$ cat config.mk
export PLATFORM = sky130hd
export DESIGN_NAME = uart_frame_ctrl_flat
export DESIGN_NICKNAME = d
export VERILOG_FILES = /design/src/rtl/uart_frame_if.sv /design/src/rtl/uart_frame_ctrl.sv /design/src/flat_wrapper.sv
export SDC_FILE = /design/constraint.sdc
export NUM_CORES = 1
export LEC_CHECK = 0
export CAP_MARGIN = 10
export CORE_MARGIN = 5
export CORE_UTILIZATION = 34
export CTS_BUF_LIST = sky130_fd_sc_hd__clkbuf_8
export DETAILED_ROUTE_END_ITERATION = 16
export HOLD_SLACK_MARGIN = 0.15
export SETUP_SLACK_MARGIN = 0.15
export SLEW_MARGIN = 40
export SYNTH_ARGS = -nofsm -noshare
export SYNTH_HDL_FRONTEND = slang
export SYNTH_SLANG_ARGS = --single-unit
$ cat constraint.sdc
create_clock -name clock -period 2.65 [get_ports clock]
set_input_delay 0.3975 -clock clock [delete_from_list [all_inputs] [get_ports clock]]
set_output_delay 0.3975 -clock clock [all_outputs]
set_load 0.03 [all_outputs]
$ cat src/rtl/uart_frame_if.sv
// uart_frame_if: byte input, frame output and error signals of uart_frame_ctrl.
// master is the frame controller side, slave is the receiver/consumer side.
interface uart_frame_if;
    logic        rx_done;
    logic [7:0]  rx_data;
    logic        frame_ack;
    logic        frame_valid;
    logic [7:0]  frame_cmd;
    logic [2:0]  frame_len;
    logic [31:0] frame_payload;
    logic        frame_err;
    logic [1:0]  err_code;
    logic        busy;

    modport master (
        input  rx_done,
        input  rx_data,
        input  frame_ack,
        output frame_valid,
        output frame_cmd,
        output frame_len,
        output frame_payload,
        output frame_err,
        output err_code,
        output busy
    );

    modport slave (
        output rx_done,
        output rx_data,
        output frame_ack,
        input  frame_valid,
        input  frame_cmd,
        input  frame_len,
        input  frame_payload,
        input  frame_err,
        input  err_code,
        input  busy
    );
endinterface

$ cat src/rtl/uart_frame_ctrl.sv
// uart_frame_ctrl: assembles HEADER/CMD/LEN/payload/CHK frames from UART bytes.
// Define UART_FRAME_TIMEOUT_EN to abort partial frames after an inter-byte timeout.
module uart_frame_ctrl #(
    parameter int unsigned CLK_FREQ      = 24000000,
    parameter int unsigned UART_BPS      = 9600,
    parameter logic [7:0]  HEADER        = 8'hAA,
    parameter int unsigned TIMEOUT_BYTES = 4
) (
    input logic          clock,
    input logic          reset,
    uart_frame_if.master bus
);
    localparam logic [23:0] TIMEOUT_CYC =
        24'(TIMEOUT_BYTES * 10 * CLK_FREQ / UART_BPS);

    typedef enum logic [2:0] {
        IDLE,
        CMD,
        LEN,
        DATA,
        CHK
    } state_t;

    state_t      state_q, state_d;
    logic        done_q;
    logic [2:0]  cnt_q, cnt_d;
    logic [7:0]  acc_q, acc_d;
    logic [7:0]  cmd_q, cmd_d;
    logic [2:0]  len_q, len_d;
    logic [31:0] pay_q, pay_d;

    logic        valid_q;
    logic [7:0]  fcmd_q;
    logic [2:0]  flen_q;
    logic [31:0] fpay_q;
    logic        err_q, err_d;
    logic [1:0]  code_q, code_d;
    logic        load;
    logic        byte_stb;
    logic        tmo_hit;

    // rx_done is level-held for a whole byte time; act only on its rise
    assign byte_stb = bus.rx_done & ~done_q;

`ifdef UART_FRAME_TIMEOUT_EN
    logic [23:0] tmo_q;

    assign tmo_hit = (state_q != IDLE) && !byte_stb &&
                     (tmo_q == TIMEOUT_CYC - 24'd1);

    always_ff @(posedge clock or negedge reset) begin
        if (!reset) begin
            tmo_q <= '0;
        end else if (byte_stb || state_q == IDLE || tmo_hit) begin
            tmo_q <= '0;
        end else begin
            tmo_q <= tmo_q + 24'd1;
        end
    end
`else
    logic unused_tmo;

    assign tmo_hit    = 1'b0;
    assign unused_tmo = ^TIMEOUT_CYC;
`endif

    always_comb begin
        state_d = state_q;
        cnt_d   = cnt_q;
        acc_d   = acc_q;
        cmd_d   = cmd_q;
        len_d   = len_q;
        pay_d   = pay_q;
        load    = 1'b0;
        err_d   = 1'b0;
        code_d  = code_q;
        if (byte_stb) begin
            unique case (state_q)
                IDLE: begin
                    if (bus.rx_data == HEADER) begin
                        state_d = CMD;
                        cnt_d   = '0;
                        pay_d   = '0;
                    end
                end
                CMD: begin
                    cmd_d   = bus.rx_data;
                    acc_d   = bus.rx_data;
                    state_d = LEN;
                end
                LEN: begin
                    if (bus.rx_data > 8'd4) begin
                        err_d   = 1'b1;
                        code_d  = 2'd1;
                        state_d = IDLE;
                    end else begin
                        len_d   = bus.rx_data[2:0];
                        acc_d   = acc_q ^ bus.rx_data;
                        state_d = (bus.rx_data == 8'd0) ? CHK : DATA;
                    end
                end
                DATA: begin
                    pay_d[{cnt_q[1:0], 3'b000} +: 8] = bus.rx_data;
                    acc_d = acc_q ^ bus.rx_data;
                    cnt_d = cnt_q + 3'd1;
                    if (cnt_q == len_q - 3'd1) begin
                        state_d = CHK;
                    end
                end
                CHK: begin
                    state_d = IDLE;
                    if (bus.rx_data != acc_q) begin
                        err_d  = 1'b1;
                        code_d = 2'd2;
                    end else if (valid_q && !bus.frame_ack) begin
                        // held frame not consumed yet: drop the new one
                        err_d  = 1'b1;
                        code_d = 2'd0;
                    end else begin
                        load = 1'b1;
                    end
                end
                default: state_d = IDLE;
            endcase
        end else if (tmo_hit) begin
            state_d = IDLE;
            err_d   = 1'b1;
            code_d  = 2'd3;
        end
    end

    always_ff @(posedge clock or negedge reset) begin
        if (!reset) begin
            state_q <= IDLE;
            done_q  <= 1'b0;
            cnt_q   <= '0;
            acc_q   <= '0;
            cmd_q   <= '0;
            len_q   <= '0;
            pay_q   <= '0;
        end else begin
            state_q <= state_d;
            done_q  <= bus.rx_done;
            cnt_q   <= cnt_d;
            acc_q   <= acc_d;
            cmd_q   <= cmd_d;
            len_q   <= len_d;
            pay_q   <= pay_d;
        end
    end

    always_ff @(posedge clock or negedge reset) begin
        if (!reset) begin
            valid_q <= 1'b0;
            fcmd_q  <= '0;
            flen_q  <= '0;
            fpay_q  <= '0;
            err_q   <= 1'b0;
            code_q  <= '0;
        end else begin
            err_q  <= err_d;
            code_q <= code_d;
            if (load) begin
                valid_q <= 1'b1;
                fcmd_q  <= cmd_q;
                flen_q  <= len_q;
                fpay_q  <= pay_q;
            end else if (bus.frame_ack && valid_q) begin
                valid_q <= 1'b0;
            end
        end
    end

    assign bus.frame_valid   = valid_q;
    assign bus.frame_cmd     = fcmd_q;
    assign bus.frame_len     = flen_q;
    assign bus.frame_payload = fpay_q;
    assign bus.frame_err     = err_q;
    assign bus.err_code      = code_q;
    assign bus.busy          = (state_q != IDLE);

endmodule

$ cat src/flat_wrapper.sv
// flat-port wrapper written by rule: the top's interface ports become plain ports
module uart_frame_ctrl_flat 
#(
    parameter int unsigned CLK_FREQ      = 24000000,
    parameter int unsigned UART_BPS      = 9600,
    parameter logic [7:0]  HEADER        = 8'hAA,
    parameter int unsigned TIMEOUT_BYTES = 4
)
  (clock, reset, bus_rx_done, bus_rx_data, bus_frame_ack, bus_frame_valid, bus_frame_cmd, bus_frame_len, bus_frame_payload, bus_frame_err, bus_err_code, bus_busy);
  uart_frame_if bus_i ();
  input logic clock;
  input logic reset;
  input wire logic [$bits(bus_i.rx_done)-1:0] bus_rx_done;
  input wire logic [$bits(bus_i.rx_data)-1:0] bus_rx_data;
  input wire logic [$bits(bus_i.frame_ack)-1:0] bus_frame_ack;
  output wire logic [$bits(bus_i.frame_valid)-1:0] bus_frame_valid;
  output wire logic [$bits(bus_i.frame_cmd)-1:0] bus_frame_cmd;
  output wire logic [$bits(bus_i.frame_len)-1:0] bus_frame_len;
  output wire logic [$bits(bus_i.frame_payload)-1:0] bus_frame_payload;
  output wire logic [$bits(bus_i.frame_err)-1:0] bus_frame_err;
  output wire logic [$bits(bus_i.err_code)-1:0] bus_err_code;
  output wire logic [$bits(bus_i.busy)-1:0] bus_busy;
  assign bus_i.rx_done = bus_rx_done;
  assign bus_i.rx_data = bus_rx_data;
  assign bus_i.frame_ack = bus_frame_ack;
  assign bus_frame_valid = bus_i.frame_valid;
  assign bus_frame_cmd = bus_i.frame_cmd;
  assign bus_frame_len = bus_i.frame_len;
  assign bus_frame_payload = bus_i.frame_payload;
  assign bus_frame_err = bus_i.frame_err;
  assign bus_err_code = bus_i.err_code;
  assign bus_busy = bus_i.busy;
  uart_frame_ctrl #(.CLK_FREQ(CLK_FREQ), .UART_BPS(UART_BPS), .HEADER(HEADER), .TIMEOUT_BYTES(TIMEOUT_BYTES)) u_core (.clock(clock), .reset(reset), .bus(bus_i));
endmodule
==> results.py <==
metrics = {
    "drt": {
        "first_iter_violations": 197,
        "wl_per_cell_um": 16.6,
        "drc_errors": 0,
        "viasPerCell": 4.89,
        "detail-route-antenna-nets": 0,
        "routed_wl_um": 10800,
        "vias": 3196,
        "dr.pass1.iters": 4,
    },
    "global_routing": {
        "grt-ovfl-total": 0,
        "grt_max_degree": 72,
        "grt_pass1_vias": 3373,
        "grt_usage_pct": 13.7,
        "grt_antenna_before_repair": 0,
        "grt_pass1_wl_um": 17700,
    },
    "floorplanning": {
        "dieArea_um2": 16600,
        "initial_core_util_pct": 34.6,
        "core_um2": 13900,
        "row_count": 43,
        "die_w_um": 129,
        "die_h_um": 129,
        "ios": 60,
    },
    "final_layout": {
        "multi_input_area_um2": 1960,
        "syn2layout_area_growth_pct": 23.8,
        "fin_area_um2": 5940,
        "final_nets": 488,
        "drive_gt1_share_pct": 22.4,
        "utilization_pct": 42.8,
        "register_area_um2": 2630,
        "insertedDiodeCount": 0,
        "n_fill_cell": 1322,
        "fin_cells": 654,
    },
    "power": {
        "p_comb_share_pct": 24.6,
        "leakagePower_nw": 2.62,
        "power_mw": 4.26,
        "pwr-share-clk_pct": 22.4,
        "power.switching_mw": 1.40,
        "ir_drop_v": 0.000295,
        "p_sw_share_pct": 32.8,
        "p_int_mw": 2.86,
        "p_per_area_nw_per_um2": 717,
        "pwr-share-seq_pct": 53.0,
    },
    "logic_synthesis": {
        "yosysSeqAreaShare_pct": 54.8,
        "yosys.area.top_type": "dfrtp_1",
        "ys_warn_count": 0,
        "yosysUniqueCellTypes": 44,
        "netlist_area_um2": 4800,
        "syn_inst": 388,
        "synth_nets": 407,
        "synth_top_area_share_pct": 54.8,
        "synth_seq_cells": 105,
        "synth.avg_cell_area_um2": 12.4,
        "yosys-top-cells-area": "dfrtp_1, mux2_2, mux2i_1",
    },
    "sta": {
        "finalHoldViolCount": 0,
        "fin_crit_sh_pct": 89.2,
        "slew_violations": 0,
        "rsz0062_at_grt": "false",
        "fin_skew_ps": 16.6,
        "whs_ps": 497,
        "max_freq_ghz": 0.423,
        "tns_ps": 0,
        "period_minus_slack_ps": 2360,
        "tightest_slew_ps": 672,
        "slew_headroom_pct": 55.1,
        "fin_ws_ps": 286,
        "setup_violations": 0,
    },
    "cts": {
        "clock_latency_ps": 380,
        "h-tree-depth": 3,
        "root_buffer": "clkbuf_8",
        "cts.clk_slew.worst_paths_ps": 100,
        "cts_buffers": 9,
        "cts_buffer_depth": 2,
        "cts_tree": "yes",
        "cts.sinks": 105,
        "post_cts_buffers": 0,
    },
    "placement": {
        "place_area_um2": 5740,
        "dp_hpwl_um": 7800,
        "gp_congestion": 0.792,
        "dpl.cell_count": 637,
        "dp_slack_ps": 59.0,
        "portBuffers": 59,
    },
    "hold_path": {
        "hp-class": "reg2reg",
    },
    "setup_path": {
        "rrSetupSlack_ps": 470,
        "cp-end-kind": "output pin",
        "crit_required_ps": 2250,
        "crit_path_max_fanout": 11,
        "critPathArrivalTime_ps": 1970,
        "critPathKind": "reg2out",
        "start_kind": "flop",
    },
    "status": {
        "status": "finished clean",
    },
    "flow_run": {
        "maxCapViolations": 0,
    },
}
==> synthesized netlist by cell type <==
cell type,n
mux2_1,6
nand2b_1,3
buf_6,5
nor4b_2,2
inv_1,25
nand4_1,3
xor2_1,2
nand2_1,34
nand3b_1,9
nand3_2,1
a21boi_1,2
nor4_1,3
a21oi_1,3
nor4b_1,1
nor3_1,7
o211ai_1,9
a21oi_4,2
xnor2_1,9
dfrtp_1,105
nor2b_1,10
o21ai_0,14
or2_2,3
a31oi_1,1
nand4b_1,1
nor4_4,2
a22oi_1,1
nor2_1,6
nor3b_4,1
xnor3_1,1
mux2i_1,19
a22o_1,14
or4_1,1
nand3_1,4
a41oi_1,1
buf_2,5
or4bb_1,1
a21boi_2,1
o21a_1,2
o2bb2ai_1,1
or3_1,3
mux2_2,48
and4b_1,1
clkbuf_1,9
ha_1,7
==> cell families after synthesis <==
family	share of synthesized area [%]
xor+xnor	2.48
simple gates	12.0
mux	16.6
buf+inv	4.35
fa+ha+maj	1.83
compound gates	7.93
flops	54.8
==> power groups by stage <==
stage                     clock network [mW]  logic (mW)  registers [mW]
after floorplan                            0       0.770            2.18
after global placement                     0        1.01            2.27
after detailed placement                   0        1.05            2.29
after CTS                              0.995        1.06            2.26
after global routing                    1.07        1.18            2.31
final                                  0.955        1.05            2.26
==> routing by layer <==
metal  share of wire (%)  track usage [%]  wire length, um
met1                  49             18.9             5260
met2                  46             20.6             4950
met3                 4.2             3.99              454
met4                 1.6             4.82              173
met5                   0                0                0
==> worst max-delay path, cell delays in order, from the launching register on <==
cell             delay (ps)
dfrtp_1                 520
or3_1                   440
clkdlybuf4s50_1         620
==> cells in the final DEF (no fill, tap or decap), drive strengths merged, types with 3 or more instances in the layout <==
cell,n
clkbuf,12
o21ai,14
a21oi,5
nor4,5
nand3b,9
nor3,7
nand4,3
nand2,34
a21boi,3
or2,3
clkdlybuf4s50,58
o211ai,9
nor4b,3
mux2i,19
ha,7
inv,25
clkinv,3
buf,30
nand3,5
or3,3
nand2b,3
nor2b,10
nor2,6
dfrtp,105
xnor2,9
mux2,54
a22o,14
==> final cells by class <==
type | count | share of cell area [%]
clock buffer | 12 | 2.78
clock inverter | 4 | 0.442
inverter | 25 | 1.58
multi-input combinational | 239 | 33.0
sequential | 105 | 44.2
tap | 180 | 3.79
timing repair buffer | 89 | 14.2
==> final timing paths <==
path                                             startpoint                           end  cells past startpoint
worst max-delay path                      u_core.state_q[2]                      bus_busy                      2
worst min-delay path            u_core.bus.frame_payload[4]   u_core.bus.frame_payload[4]                      1
worst max register to register              u_core.cnt_q[0]               u_core.pay_q[9]                      7
worst min register to register  u_core.bus.frame_payload[4]   u_core.bus.frame_payload[4]                      1
max in group asynchronous                             reset              u_core.pay_q[15]                      3
min in group asynchronous                             reset  u_core.bus.frame_payload[28]                      2
==> state kept, by name, summed over array words and instances, names as in the netlist <==
register / count
u_core.cmd_q: 8
u_core.pay_q: 32
u_core.state_q: 3
u_core.acc_q: 8
u_core.done_q: 1
u_core.bus.frame_payload: 32
u_core.cnt_q: 3
u_core.bus.frame_valid: 1
u_core.bus.frame_len: 3
u_core.bus.frame_err: 1
u_core.bus.frame_cmd: 8
u_core.len_q: 3
u_core.bus.err_code: 2
==> timing repair <==
item,in CTS,in global routing
setup endpoints to repair,0,0
hold endpoints to repair,34,0
hold buffers,1,0
resized for setup,0,0
Power figures use the tool's default switching activity.
